$ cat config.mk
export PLATFORM = sky130hd
export DESIGN_NAME = asr_result_scheduler_flat
export DESIGN_NICKNAME = d
export VERILOG_FILES = /design/src/rtl/asr_disp_pkg.sv /design/src/rtl/asr_result_scheduler_if.sv /design/src/rtl/asr_result_fifo.sv /design/src/rtl/asr_result_scheduler.sv /design/src/flat_wrapper.sv
export SDC_FILE = /design/constraint.sdc
export NUM_CORES = 1
export LEC_CHECK = 0
export BUFFER_PORTS_ARGS = -buffer_cell sky130_fd_sc_hd__buf_4
export CORE_ASPECT_RATIO = 1.5
export CORE_MARGIN = 2
export CORE_UTILIZATION = 45
export CTS_CLUSTER_SIZE = 40
export DETAILED_ROUTE_END_ITERATION = 12
export REMOVE_ABC_BUFFERS = 1
export SLEW_MARGIN = 20
export SYNTH_ARGS = -nofsm -noshare
export SYNTH_HDL_FRONTEND = slang
export SYNTH_SLANG_ARGS = --single-unit
$ cat constraint.sdc
create_clock -name clk -period 5.4 [get_ports clk]
set_clock_uncertainty 0.15 [all_clocks]
set_input_delay 1.35 -clock clk [delete_from_list [all_inputs] [get_ports clk]]
set_output_delay 1.35 -clock clk [all_outputs]
set_load 0.02 [all_outputs]
$ cat src/rtl/asr_disp_pkg.sv
// Shared types and helpers for the ASR result display path:
// word-code width, display FSM states and the one-hot check.
package asr_disp_pkg;

   localparam int CODE_W = 20;

   typedef enum logic [1:0] {
      IDLE = 2'd0,
      SHOW = 2'd1,
      GAP  = 2'd2
   } disp_state_t;

   // True when exactly one bit of the code is set (zero is rejected).
   function automatic logic is_onehot(input logic [CODE_W-1:0] code);
      return (code != '0) && ((code & (code - CODE_W'(1))) == '0);
   endfunction

endpackage

$ cat src/rtl/asr_result_scheduler_if.sv
// Result handshake from the ASR network into the display scheduler.
interface asr_result_scheduler_if
   import asr_disp_pkg::*;
();

   // valid/ready: a transfer happens on a rising clk edge where result_valid
   // and result_ready are both high. result_code must be stable while
   // result_valid is high; result_ready may drop without warning (full/flush).
   logic              result_valid;
   logic [CODE_W-1:0] result_code;
   logic              result_ready;

   modport master (output result_valid, output result_code, input result_ready);
   modport slave  (input result_valid, input result_code, output result_ready);

endinterface

$ cat src/rtl/asr_result_fifo.sv
// Synchronous FIFO for accepted word codes; head is read from registered
// storage, so a word written this edge is visible to pop on the next one.
module asr_result_fifo
   import asr_disp_pkg::*;
#(
   parameter int DEPTH = 4
) (
   input  logic                       clk,
   input  logic                       rst_n,
   input  logic                       push,
   input  logic                       pop,
   input  logic                       clear,
   input  logic [CODE_W-1:0]          din,
   output logic [CODE_W-1:0]          dout,
   output logic [$clog2(DEPTH):0]     count,
   output logic                       full,
   output logic                       empty
);

   localparam int PTR_W = $clog2(DEPTH);

   logic [CODE_W-1:0] mem [DEPTH];
   logic [PTR_W-1:0]  wr_ptr;
   logic [PTR_W-1:0]  rd_ptr;
   logic              do_push;
   logic              do_pop;

   assign full    = (count == (PTR_W+1)'(DEPTH));
   assign empty   = (count == '0);
   assign do_push = push && !full;
   assign do_pop  = pop && !empty;
   assign dout    = mem[rd_ptr];

   always_ff @(posedge clk or negedge rst_n) begin
      if (!rst_n) begin
         wr_ptr <= '0;
         rd_ptr <= '0;
         count  <= '0;
         for (int i = 0; i < DEPTH; i++) mem[i] <= '0;
      end else if (clear) begin
         wr_ptr <= '0;
         rd_ptr <= '0;
         count  <= '0;
      end else begin
         if (do_push) begin
            mem[wr_ptr] <= din;
            wr_ptr      <= wr_ptr + PTR_W'(1);
         end
         if (do_pop) rd_ptr <= rd_ptr + PTR_W'(1);
         // Pointers wrap naturally since DEPTH is a power of two.
         case ({do_push, do_pop})
            2'b10:   count <= count + (PTR_W+1)'(1);
            2'b01:   count <= count - (PTR_W+1)'(1);
            default: count <= count;
         endcase
      end
   end

endmodule

$ cat src/rtl/asr_result_scheduler.sv
// Accepts one-hot word codes, buffers them, and shows each on the LED decode
// input for HOLD_CYCLES followed by a blank GAP_CYCLES.
module asr_result_scheduler
   import asr_disp_pkg::*;
#(
   parameter int HOLD_CYCLES = 32000,
   parameter int GAP_CYCLES  = 3200,
   parameter int FIFO_DEPTH  = 4,
   parameter int CNT_W       = 16
) (
   input  logic                          clk,
   input  logic                          rst_n,
   asr_result_scheduler_if.slave         res,
   input  logic                          flush,
   output logic [CODE_W-1:0]             network_encode_output,
   output logic                          display_busy,
   output logic [$clog2(FIFO_DEPTH):0]   fifo_count,
   output logic [7:0]                    drop_count,
   output disp_state_t                   fsm_state
);

   localparam logic [CNT_W-1:0] HOLD_RELOAD = CNT_W'(HOLD_CYCLES - 1);
   localparam logic [CNT_W-1:0] GAP_RELOAD  = CNT_W'(GAP_CYCLES - 1);

   disp_state_t       state, state_nxt;
   logic [CNT_W-1:0]  timer, timer_nxt;
   logic [CODE_W-1:0] disp, disp_nxt;
   logic              fifo_pop;
   logic              fifo_push;
   logic              fifo_full;
   logic              fifo_empty;
   logic [CODE_W-1:0] fifo_dout;
   logic              accept;
   logic              drop_inc;

   assign res.result_ready = !fifo_full && !flush;
   assign accept           = res.result_valid && res.result_ready;
   assign fifo_push        = accept && is_onehot(res.result_code);
   assign drop_inc         = accept && !is_onehot(res.result_code);

   assign network_encode_output = disp;
   assign display_busy          = (state != IDLE);
   assign fsm_state             = state;

   asr_result_fifo #(.DEPTH(FIFO_DEPTH)) u_fifo (
      .clk   (clk),
      .rst_n (rst_n),
      .push  (fifo_push),
      .pop   (fifo_pop),
      .clear (flush),
      .din   (res.result_code),
      .dout  (fifo_dout),
      .count (fifo_count),
      .full  (fifo_full),
      .empty (fifo_empty)
   );

   always_ff @(posedge clk or negedge rst_n) begin
      if (!rst_n) begin
         state <= IDLE;
         timer <= '0;
         disp  <= '0;
      end else begin
         state <= state_nxt;
         timer <= timer_nxt;
         disp  <= disp_nxt;
      end
   end

   always_comb begin
      state_nxt = state;
      timer_nxt = timer;
      disp_nxt  = disp;
      fifo_pop  = 1'b0;
      if (flush) begin
         state_nxt = IDLE;
         timer_nxt = '0;
         disp_nxt  = '0;
      end else begin
         case (state)
            IDLE: begin
               if (!fifo_empty) begin
                  fifo_pop  = 1'b1;
                  disp_nxt  = fifo_dout;
                  timer_nxt = HOLD_RELOAD;
                  state_nxt = SHOW;
               end
            end
            SHOW: begin
               if (timer == '0) begin
                  disp_nxt  = '0;
                  timer_nxt = GAP_RELOAD;
                  state_nxt = GAP;
               end else begin
                  timer_nxt = timer - CNT_W'(1);
               end
            end
            GAP: begin
               // Chain straight into the next word so back-to-back words
               // keep a period of HOLD+GAP with no idle cycle.
               if (timer == '0) begin
                  if (!fifo_empty) begin
                     fifo_pop  = 1'b1;
                     disp_nxt  = fifo_dout;
                     timer_nxt = HOLD_RELOAD;
                     state_nxt = SHOW;
                  end else begin
                     state_nxt = IDLE;
                  end
               end else begin
                  timer_nxt = timer - CNT_W'(1);
               end
            end
            default: begin
               state_nxt = IDLE;
               timer_nxt = '0;
               disp_nxt  = '0;
            end
         endcase
      end
   end

   always_ff @(posedge clk or negedge rst_n) begin
      if (!rst_n) begin
         drop_count <= '0;
      end else if (drop_inc && (drop_count != 8'hFF)) begin
         drop_count <= drop_count + 8'd1;
      end
   end

endmodule

$ cat src/flat_wrapper.sv
// flat-port wrapper written by rule: the top's interface ports become plain ports
module asr_result_scheduler_flat import asr_disp_pkg::*;
#(
   parameter int HOLD_CYCLES = 32000,
   parameter int GAP_CYCLES  = 3200,
   parameter int FIFO_DEPTH  = 4,
   parameter int CNT_W       = 16
)
  (clk, rst_n, flush, network_encode_output, display_busy, fifo_count, drop_count, fsm_state, res_result_valid, res_result_code, res_result_ready);
  asr_result_scheduler_if res_i ();
  input  logic clk;
  input  logic rst_n;
  input  logic flush;
  output logic [CODE_W-1:0] network_encode_output;
  output logic display_busy;
  output logic [$clog2(FIFO_DEPTH):0] fifo_count;
  output logic [7:0] drop_count;
  output disp_state_t fsm_state;
  input wire logic [$bits(res_i.result_valid)-1:0] res_result_valid;
  input wire logic [$bits(res_i.result_code)-1:0] res_result_code;
  output wire logic [$bits(res_i.result_ready)-1:0] res_result_ready;
  assign res_i.result_valid = res_result_valid;
  assign res_i.result_code = res_result_code;
  assign res_result_ready = res_i.result_ready;
  asr_result_scheduler #(.HOLD_CYCLES(HOLD_CYCLES), .GAP_CYCLES(GAP_CYCLES), .FIFO_DEPTH(FIFO_DEPTH), .CNT_W(CNT_W)) u_core (.clk(clk), .rst_n(rst_n), .res(res_i), .flush(flush), .network_encode_output(network_encode_output), .display_busy(display_busy), .fifo_count(fifo_count), .drop_count(drop_count), .fsm_state(fsm_state));
endmodule
# After elaboration in Yosys (flattened, before gate mapping)
# Index checks and enable logic that the tools add are counted.
# word_totals
out_inout_bits	35
input_bits	24
register_bits	133
elab_cells	91
# op_classes
n_bitwise	4
n_eq_ne	9
n_reduce_logical	25
n_addsub	7
muxes	32
order_cmp	3
# ops
operator	count
2-to-1 mux 20 bit	7
bitwise mux 80 bit	1
2-to-1 mux 16 bit	4
one-hot mux 20 bit (3 select lines)	1
one-hot mux 16 bit (3 select lines)	1
binary-select mux 20 bit (select 2 bit)	1
demux 20 bit (select 2 bit)	1
bitwise AND 20 bit	1
logical NOT 20 bit	1
nonzero test 20 bit	1
subtractor 20 x 1 -> 20 bit, second input constant	1
logical NOT 16 bit	1
2-to-1 mux 2 bit	8
subtractor 16 x 1 -> 16 bit, second input constant	1
logical AND 1 bit	9
adder 8 x 1 -> 8 bit, second input constant	1
inequality test 8 bit, second input constant	1
>= comparator 3 bit, second input constant	2
inequality test 3 x 2 -> 1 bit, second input constant	2
NOT 2 -> 3 bit	2
one-hot mux 2 bit (3 select lines)	1
one-hot mux 3 bit (2 select lines)	1
nonzero test 2 bit	3
adder 2 x 1 -> 2 bit, second input constant	2
other kinds (17)	26

# Logic depth before layout (Yosys ltp)
# Gate-level depths: netlist of the first run.
# depth
depth_word	9
mapped_depth	11
depth_no_buf	11

# Hierarchy
# From an unflattened synthesis of the first run, not the netlist that was laid out.
# unflattened
hier_cells	547
hier_area_um2	7106.8
# modules_own_cells
mod	seq_area_each_um2	cells_per_inst	n_inst	area_each_um2
asr_result_fifo	2177.1	259	1	4471.8
asr_result_scheduler	1151.1	288	1	2635.0

# Worst setup path before layout of the first run
# Ideal clock, no wire load.
# synth_timing
path_type	input to register
start	in res_result_code[6]
end	reg u_core.u_fifo.count[2]
slack_ns	0.754
stages	11
required_time_ns	5.170
n_path_buf	1
arrival_ns	4.416
setup_ns	0.080
path_cell_list	clkbuf_1 -> or4_1 -> or4_1 -> or3_1 -> a211o_1 -> a211oi_4 -> nor2_1 -> fa_1 -> and2_1 -> mux2i_1 -> mux2i_1
# synth_via
elab_chain_cells	9
elab_cells_between_ends	12
cone_classes	1 x add/sub; 2 x eq/ne; 2 x mux; 1 x bitwise; 6 x reduce/logical
# synth_rtl
element	line	text
from (decl)	flat_wrapper.sv:20	input wire logic [$bits(res_i.result_code)-1:0] res_result_code;
subtractor 20 x 1 -> 20 bit	asr_disp_pkg.sv:15	return (code != '0) && ((code & (code - CODE_W'(1))) == '0);
bitwise AND 20 bit	asr_disp_pkg.sv:15	
logical NOT 20 bit	asr_disp_pkg.sv:15	
logical AND 1 bit (*)	asr_disp_pkg.sv:15	
logical AND 1 bit (*)	asr_result_scheduler.sv:38	assign fifo_push = accept && is_onehot(res.result_code);
logical AND 1 bit (*)	asr_result_fifo.sv:30	assign do_push = push && !full;
equality test 2 x 1 -> 1 bit or equality test 2 bit (tied branches)	asr_result_fifo.sv:51	case ({do_push, do_pop})
one-hot mux 3 bit (2 select lines)	asr_result_fifo.sv:51	
2-to-1 mux 3 bit	asr_result_fifo.sv:40	end else if (clear) begin
to (signal assigned)	asr_result_fifo.sv:52	2'b10: count <= count + (PTR_W+1)'(1);
to (signal assigned)	asr_result_fifo.sv:53	2'b01: count <= count - (PTR_W+1)'(1);
to (signal assigned)	asr_result_fifo.sv:54	default: count <= count;
to (decl)	asr_result_fifo.sv:15	output logic [$clog2(DEPTH):0] count,
# Mark *: on every way between the ends. The rest lies on a longest branch, timed or not.
# A chain may end at the register's enable or synchronous reset.

# Final worst setup path of the first run
# layout_timing
start	in res_result_code[1]
end	reg u_core.u_fifo.count[2]
# The elaborated chain is that of the path after synthesis.

==> results.toml, run 1 <==
[sta]
worst_pin_slew_ns = 1.09
finalHoldViolCount = 0
tns_ns = 0
fmax_ghz = 0.218
slew_headroom = 0.273
fin_crit_ns = 4.58
rsz0062_at_grt = "false"
setup_viol = 0
period_share = 0.849
drv_slew = 0
hold_slack_ns = 0.328

[worst_setup_path]
r2r-end = "u_core.u_fifo.count[1]"
worst_ep_arrival_time_ns = 4.76
end_kind = "register"
crit_type = "in2reg"
ff2ff_setup_slack_ns = 2.16
crit_fanout = 8
reg2reg_from = "u_core.timer[3]"
start_kind = "input port"
r2r_cells = 8
worst_ep_required_time_ns = 5.58

[flow_run]
max_cap_violations = 0

[drt]
via_per_inst = 5.77
wl_per_cell_um = 18.5
dr.pass1.iters = 5
postRouteAntennaNets = 0
dr.first_iter.drc_count = 164
vias = 4504
drc = 0
wl_um = 14500

[layout]
drive_above_1_share = 0.308
nets = 636
syn2layout_area_growth_pct = 20.3
finalNonFillerCells = 781
antenna_cells = 0

[yosys]
netlist_area_sq_mm = 0.00638
synth_area_leader_cell = "dfrtp_1"
syn_inst = 544
synthFlopType = "dfrtp_1"
synth_edf_count = 0
seq_area_frac_synth = 0.521
synth.avg_cell_area_sq_um = 11.7
synth_top_area_frac = 0.521
synthTopCellsByArea = "dfrtp_1 52%, mux2_2 12%, mux4_2 7.1%"
synthArstFlopShare = 1.00
yosys.cell_types.count = 45
synth-seq-cells = 133
ys_top_cells_by_count = "133 x dfrtp_1, 69 x mux2_2, 66 x nand2_1, 38 x o21ai_0, 36 x nor2_1"
yosys_warnings = 0
synthMostInstantiatedCell = "dfrtp_1"

[die]
start_util = 0.458
rows = 53
chipWidth_um = 101
core_area_sq_mm = 0.0139
pin_count = 59
die_y_um = 150
die-area_sq_mm = 0.0152

[power]
power_density_mw_per_mm2 = 420
p_leak_nw = 3.66
ir_drop_mv = 0.200

[clock_tree]
cts_made_buffers = 17
clock-sinks = 133
clk_pin_slew_worst_paths_ns = 0.06
cts_tree = "built"
ctsResizeCount = 0
htreeDepth = 4
cts-root-buf = "clkbuf_16"
postCtsHoldBufs = 0
clock_latency_ns = 0.40
post-cts-setup-buffers = 0
cts_buffer_depth = 2

[global_routing]
antenna_found_initial = 0
overflow = 0
grt_max_degree = 58
grtUsageTotal = 0.206
grt_first_pass_wirelength_um = 24200
grt_pass1_vias = 4783

[run_status]
status = "finished clean"

[placement]
place_congestion = 0.846
dp_cells = 750
io_buffers = 58
hpwl_um = 9640

[hold_path]
worstHoldEndpoint = "u_core.network_encode_output[11]"
min_from = "u_core.network_encode_output[11]"
hold_depth = 2
hold_class = "reg2reg"
==> cells in the final DEF (no fill, tap or decap), drive strengths merged, types with 3 or more instances in the layout <==
| cell type | count |
|---|---|
| o21ai | 39 |
| nor2 | 36 |
| o22ai | 4 |
| mux2i | 5 |
| clkinvlp | 4 |
| nor3b | 3 |
| bufinv | 5 |
| mux2 | 83 |
| nand2b | 7 |
| nor2b | 3 |
| xnor2 | 4 |
| a21oi | 20 |
| and3 | 3 |
| clkinv | 4 |
| nand3 | 8 |
| clkbuf | 18 |
| dfrtp | 133 |
| nor4 | 6 |
| ha | 7 |
| a211o | 5 |
| xor2 | 8 |
| a211oi | 4 |
| nor3 | 9 |
| buf | 67 |
| or3 | 7 |
| mux4 | 20 |
| nand4 | 3 |
| inv | 9 |
| nand2 | 66 |
| and2 | 3 |
| or4 | 6 |
==> where the power goes <==
group,switching (mW),leakage [nW],internal [mW]
sequential,0.152,1.83,1.08
clock,0.424,0.298,0.816
combinational,0.455,1.53,0.298
==> critical path, stage by stage <==
cell	delay [ns]
buf_4	0.13
or4_1	0.56
or4_1	0.63
or3_1	0.37
a211o_1	0.30
a211oi_4	0.43
nor2_1	0.10
fa_1	0.39
and2_1	0.15
mux2i_1	0.16
mux2i_1	0.19
==> sequential cells by signal, summed over array words and instances (netlist names) <==
register	flops
u_core.timer	16
u_core.u_fifo.rd_ptr	2
u_core.u_fifo.mem	80
u_core.fsm_state	2
u_core.network_encode_output	20
u_core.drop_count	8
u_core.u_fifo.wr_ptr	2
u_core.u_fifo.count	3
==> how the worst max path moves through the flow <==
stage | startpoint | end | slack, ns
after floorplan | res_result_code[1] | u_core.u_fifo.count[2] | 0.78
after global placement | res_result_code[1] | u_core.u_fifo.count[2] | 0.44
after detailed placement | res_result_code[1] | u_core.u_fifo.count[2] | 0.40
after CTS | res_result_code[1] | u_core.u_fifo.count[2] | 0.83
after global routing | res_result_code[1] | u_core.u_fifo.count[2] | 0.59
final | res_result_code[1] | u_core.u_fifo.count[2] | 0.82
==> layer usage <==
metal	share of wire	wire length, um	global-route usage	up-vias
li1	-	-	-	2089
met3	0.032	465	0.0378	13
met2	0.53	7750	0.356	100
met1	0.42	6110	0.256	2302
met4	0.011	163	0.0703	0
met5	0	0	0	-
==> cell type report <==
class,count,area [sq um]
tap,165,206
inverter,9,33.8
timing repair buffer,67,553
sequential,133,3330
fill,1212,6240
clock inverter,13,208
multi-input combinational,376,2920
clock buffer,18,429
==> cell families after synthesis <==
kind of cell,count (synthesis),share of synthesized area
adders and majority gates,9,0.0184
DFF,133,0.521
and+or+nand+nor,163,0.119
buffers and inverters,35,0.0214
muxes,108,0.225
xor gates and xnor gates,12,0.0165
AOI/OAI and AO/OA,84,0.0784
==> per-stage QoR <==
step	setup WS, ns	power [mW]	cell area, sq um	util
floorplan	0.780	1.71	6280	-
global placement	0.442	1.97	7040	0.506
detailed placement	0.403	2.00	7040	0.506
CTS	0.830	3.25	7680	0.552
global route	0.591	3.41	7680	0.552
finish	0.816	3.23	7680	0.552
Note: power is estimated with default switching activity, not from simulation.
==> run 2, diff against run 1 <==
--- a/config.mk
+++ b/config.mk
@@ -11,6 +11,7 @@
 export CORE_UTILIZATION = 45
 export CTS_CLUSTER_SIZE = 40
 export DETAILED_ROUTE_END_ITERATION = 12
+export PLACE_DENSITY = 0.66
 export REMOVE_ABC_BUFFERS = 1
 export SLEW_MARGIN = 20
 export SYNTH_ARGS = -nofsm -noshare
==> constraint.sdc (replaced) <==
create_clock -name clk -period 3.9 [get_ports clk]
set_clock_uncertainty 0.15 [all_clocks]
set_input_delay 0.975 -clock clk [delete_from_list [all_inputs] [get_ports clk]]
set_output_delay 0.975 -clock clk [all_outputs]
set_load 0.02 [all_outputs]
==> run 2 against run 1 <==
Against the previous run: register-to-register slack worse by 1.2 ns; global-route usage is 0.61 points higher; core utilization is 1.2 points higher; sequential cell count stayed put; design area is 2.1% higher.
==> results.toml, run 2 (synthesized netlist as in run 1, its figures left out) <==
[run_status]
status = "finished clean"

[die]
rows = 53
die-area_sq_mm = 0.0152
start_util = 0.458
pin_count = 59
chipWidth_um = 101
core_area_sq_mm = 0.0139
die_y_um = 150

[power]
p_leak_nw = 3.76
combPwrFrac = 0.250
p_seq_frac = 0.397
power_mw = 4.29
clkPwrFrac = 0.352
p_switching_mw = 1.45
p_int_mw = 2.84
sw_frac_of_total = 0.337
ir_drop_mv = 0.271
power_density_mw_per_mm2 = 547

[worst_setup_path]
reg2reg_from = "u_core.timer[11]"
end_kind = "register"
crit_buf_inv = 1
r2r_cells = 8
start_kind = "input port"
worst_ep_arrival_time_ns = 4.00
cpPeakStageDelay_ns = 0.54
path_cells = "buf_4 > or4_4 > or4_4 > or3_4 > a211o_1 > a211oi_4 > nor2_2 > fa_2 > and2_4 > mux2i_1 > mux2i_1"
path_depth = 11
slowest_stage = "or4_4"
crit_fanout = 2
r2r-end = "u_core.u_fifo.count[1]"
cp-startpoint = "res_result_code[2]"
ff2ff_setup_slack_ns = 0.95
crit_type = "in2reg"
worst_ep_required_time_ns = 4.10
path_delay_family = "simple AND/OR/NAND/NOR gates"

[drt]
wl_um = 14700
vias = 4648
wl_per_cell_um = 18.2
postRouteAntennaNets = 0
dr.first_iter.drc_count = 199
dr.pass1.iters = 5
via_per_inst = 5.73
drc = 0

[hold_path]
hold_depth = 2
hold_class = "reg2reg"
worstHoldEndpoint = "u_core.network_encode_output[5]"
min_from = "u_core.network_encode_output[5]"

[sta]
rsz0062_at_grt = "false"
finalHoldViolCount = 0
hold_slack_ns = 0.330
slew_headroom = 0.250
fmax_ghz = 0.262
period_share = 0.977
drv_slew = 0
setup_viol = 0
worst_pin_slew_ns = 1.13
tns_ns = 0
fin_crit_ns = 3.81

[layout]
drive_above_1_share = 0.356
ff_latch_area_sq_mm = 0.00333
fillCellCount = 1198
top_register = "u_core.u_fifo.mem"
multi_input_area_sq_mm = 0.00295
fin_area_sq_mm = 0.00784
antenna_cells = 0
nets = 665
syn2layout_area_growth_pct = 22.9
most-common-layout-cells = "132 x dfrtp_1, 93 x buf_4, 69 x mux2_2"
final_common_cell = "dfrtp_1"
largest_reg_flops = 80

[clock_tree]
clock-sinks = 133
cts-root-buf = "clkbuf_16"
cts_buffer_depth = 2
cts_tree = "built"
clk_pin_slew_worst_paths_ns = 0.06
htreeDepth = 4
clock_latency_ns = 0.42
cts_made_buffers = 17

[global_routing]
use_met3 = 0.0504
use_met2 = 0.359
overflow = 0
grt_pass1_vias = 4888
grt_first_pass_wirelength_um = 24500
top_usage_layer = "met2"
met1_usage = 0.253
antenna_found_initial = 0
grtUsageTotal = 0.212
grt_max_degree = 67

[flow_run]
max_cap_violations = 0

[placement]
place_congestion = 0.818
hpwl_um = 9870
io_buffers = 58
placed_cell_area_sq_mm = 0.00724
-- run 2: cell types whose count changed in the layout (fill, tap and decap cells not counted), moves of 2 or more --
cell	delta
buf_4	+30
bufinv_16	-4
clkinv_2	+4
or4_1	-4
or4_4	+4
clkbuf_8	+2
-- run 2: worst max-delay path by stage --
stage	slack, ns	to
2_1_floorplan	-0.35	u_core.u_fifo.count[2]
5_1_grt	0.002	u_core.u_fifo.count[2]
3_3_place_gp	-0.40	u_core.u_fifo.count[2]
3_5_place_dp	-0.44	u_core.u_fifo.count[2]
6_report	0.09	u_core.u_fifo.count[2]
4_1_cts	0.01	u_core.u_fifo.count[2]
-- run 2: tightest hold or removal path: stages (launching register included) --
cell	delay, ns
dfrtp_1	0.34
nand2_1	0.05
o21ai_0	0.06
-- run 2: what timing repair did --
item,CTS,global route
gates cloned,0,0
pin swaps,4,6
setup endpoints to repair,1,3
hold buffers,0,0
gates resized for setup,6,3
buffers inserted,1,0
-- run 2: power groups by stage --
stage                     sequential [mW]  clock, mW  combinational [mW]
after global routing                 1.74       1.60                1.20
after CTS                            1.71       1.54                1.07
after floorplan                      1.72          0               0.639
final                                1.70       1.51                1.07
after global placement               1.72          0                1.03
after detailed placement             1.73          0                1.06
-- run 2: layout make-up --
type                            count  area share
Clock inverter                     13      0.0137
Sequential cell                   133       0.425
Clock buffer                       19      0.0578
Tap cell                          165      0.0263
Inverter                            9     0.00431
Multi-Input combinational cell    376       0.377
Timing Repair Buffer               96      0.0967
-- run 2: metal layers --
layer | wire [um] | up-vias
met5 | 0 | -
met4 | 402 | 0
met3 | 566 | 27
met1 | 6090 | 2370
li1 | - | 2150
met2 | 7690 | 101
-- run 2: per-stage QoR --
| step | worst slack (ns) | util | instances |
|---|---|---|---|
| after global routing | 0.00169 | 0.563 | 811 |
| after floorplan | -0.345 | - | 518 |
| final | 0.0903 | 0.563 | 811 |
| after CTS | 0.0125 | 0.563 | 811 |
| after global placement | -0.398 | 0.520 | 778 |
| after detailed placement | -0.439 | 0.520 | 778 |
==> run 3, diff against run 2 <==
--- a/config.mk
+++ b/config.mk
@@ -11,6 +11,7 @@
 export CORE_UTILIZATION = 45
 export CTS_CLUSTER_SIZE = 40
 export DETAILED_ROUTE_END_ITERATION = 12
+export HOLD_SLACK_MARGIN = 0.03
 export PLACE_DENSITY = 0.66
 export REMOVE_ABC_BUFFERS = 1
 export SLEW_MARGIN = 20
==> constraint.sdc (replaced) <==
create_clock -name clk -period 3.9 [get_ports clk]
set_clock_uncertainty 0.15 [all_clocks]
set_input_delay 0.195 -clock clk [delete_from_list [all_inputs] [get_ports clk]]
set_output_delay 0.195 -clock clk [all_outputs]
set_load 0.02 [all_outputs]
==> run 3 against run 2 <==
Against the previous run: hold slack got worse by 0.040 ns; setup slack improved by 0.062 ns; sequential cell count unchanged; total power increased by 4.1%; design area increased by 1.6%; largest cell class unchanged; largest power group unchanged.
==> results.toml, run 3 (synthesized netlist as in run 1, its figures left out) <==
[layout]
largest_reg_flops = 80
multi_input_area_sq_mm = 0.00294
top_register = "u_core.u_fifo.mem"
final_core_util = 0.572
syn2layout_area_growth_pct = 24.9
antenna_cells = 0
ff_latch_area_sq_mm = 0.00333
most-common-layout-cells = "132 x dfrtp_1, 69 x mux2_2, 67 x buf_4"
nets = 663
drive_above_1_share = 0.314
fillCellCount = 1160
final_common_cell = "dfrtp_1"

[sta]
setup_viol = 0
period_share = 0.961
fin_crit_ns = 3.75
worst_pin_slew_ns = 1.19
drv_slew = 0
tns_ns = 0
fmax_ghz = 0.267
slew_headroom = 0.209
rsz0062_at_grt = "false"
setup_ws_ns = 0.153
hold_slack_ns = 0.291
finalHoldViolCount = 0

[clock_tree]
htreeDepth = 4
cts_tree = "built"
cts_made_buffers = 17
clock_latency_ns = 0.42
clk_pin_slew_worst_paths_ns = 0.06
clock-sinks = 133
cts_buffer_depth = 2
cts-root-buf = "clkbuf_16"

[power]
power_density_mw_per_mm2 = 560
p_leak_nw = 3.78
ir_drop_mv = 0.276

[worst_setup_path]
crit_fanout = 17
crit_type = "in2reg"
worst_ep_required_time_ns = 4.04
worst_ep_arrival_time_ns = 3.88
end_kind = "register"
start_kind = "input port"

[flow_run]
max_cap_violations = 0

[die]
die_y_um = 150
pin_count = 59
chipWidth_um = 101
die-area_sq_mm = 0.0152
start_util = 0.458
core_area_sq_mm = 0.0139
rows = 53

[drt]
drc = 0
wl_per_cell_um = 18.5
postRouteAntennaNets = 0
dr.first_iter.drc_count = 204
vias = 4668
via_per_inst = 5.77
dr.pass1.iters = 4
wl_um = 15000

[placement]
hpwl_um = 9520
pre_cts_slack_ns = 0.217
place_congestion = 0.801
io_buffers = 58

[global_routing]
grt_max_degree = 69
met1_usage = 0.249
use_met3 = 0.0313
grtUsageTotal = 0.209
overflow = 0
grt_pass1_vias = 4877
grt_first_pass_wirelength_um = 24400
use_met2 = 0.374
top_usage_layer = "met2"
antenna_found_initial = 0

[run_status]
status = "finished clean"

[hold_path]
hold_class = "in2async"
## run 3: where the power goes
part,total (mW),switching [mW],internal (mW)
sequential,1.71,0.210,1.50
combinational,1.06,0.622,0.438
clock,1.70,0.596,1.10
total,4.47,1.43,3.04
## run 3: layer usage
metal  up-vias  wire length (um)
li1       2146                 -
met1      2389              6170
met2       114              8100
met3        19               449
met4         0               274
met5         -                 0
## run 3: final timing paths
path	slack, ns	depth (start not counted)	endpoint	start
max reg2reg	1.00	8	u_core.u_fifo.count[1]	u_core.timer[8]
max in group asynchronous	2.41	3	u_core.u_fifo.rd_ptr[0]	rst_n
max	0.15	11	u_core.u_fifo.mem[33]	res_result_code[1]
min reg2reg	0.33	2	u_core.network_encode_output[13]	u_core.network_encode_output[13]
min in group clk	0.32	6	u_core.u_fifo.wr_ptr[0]	res_result_valid
min	0.29	2	u_core.network_encode_output[12]	rst_n
## run 3: per-stage QoR
step	area [sq um]	cells	total power [mW]
detailed placement	7070	752	2.77
finish	7970	809	4.47
floorplan	6280	518	2.36
CTS	7930	806	4.49
global route	7970	809	4.70
global placement	7070	752	2.73
## run 3: final cells by class
type,instances,share of cell area
tap,165,0.0259
sequential,133,0.418
clock buffer,20,0.0573
inverter,9,0.00424
multi-input combinational,376,0.369
timing repair buffer,94,0.103
clock inverter,12,0.0223
## run 3: critical path: stages
cell           delay (ns)
dlygate4sd3_1        0.53
buf_4                0.16
or4_4                0.55
or4_4                0.56
or3_4                0.35
a211o_1              0.34
a211oi_4             0.30
buf_4                0.19
nand2_1              0.17
buf_12               0.21
mux2_1               0.32
## run 3: what timing repair did
action	CTS	global route
hold buffers	22	0
setup endpoints to repair	0	3
setup buffers	0	3
resized for setup	0	6
hold endpoints to repair	152	0
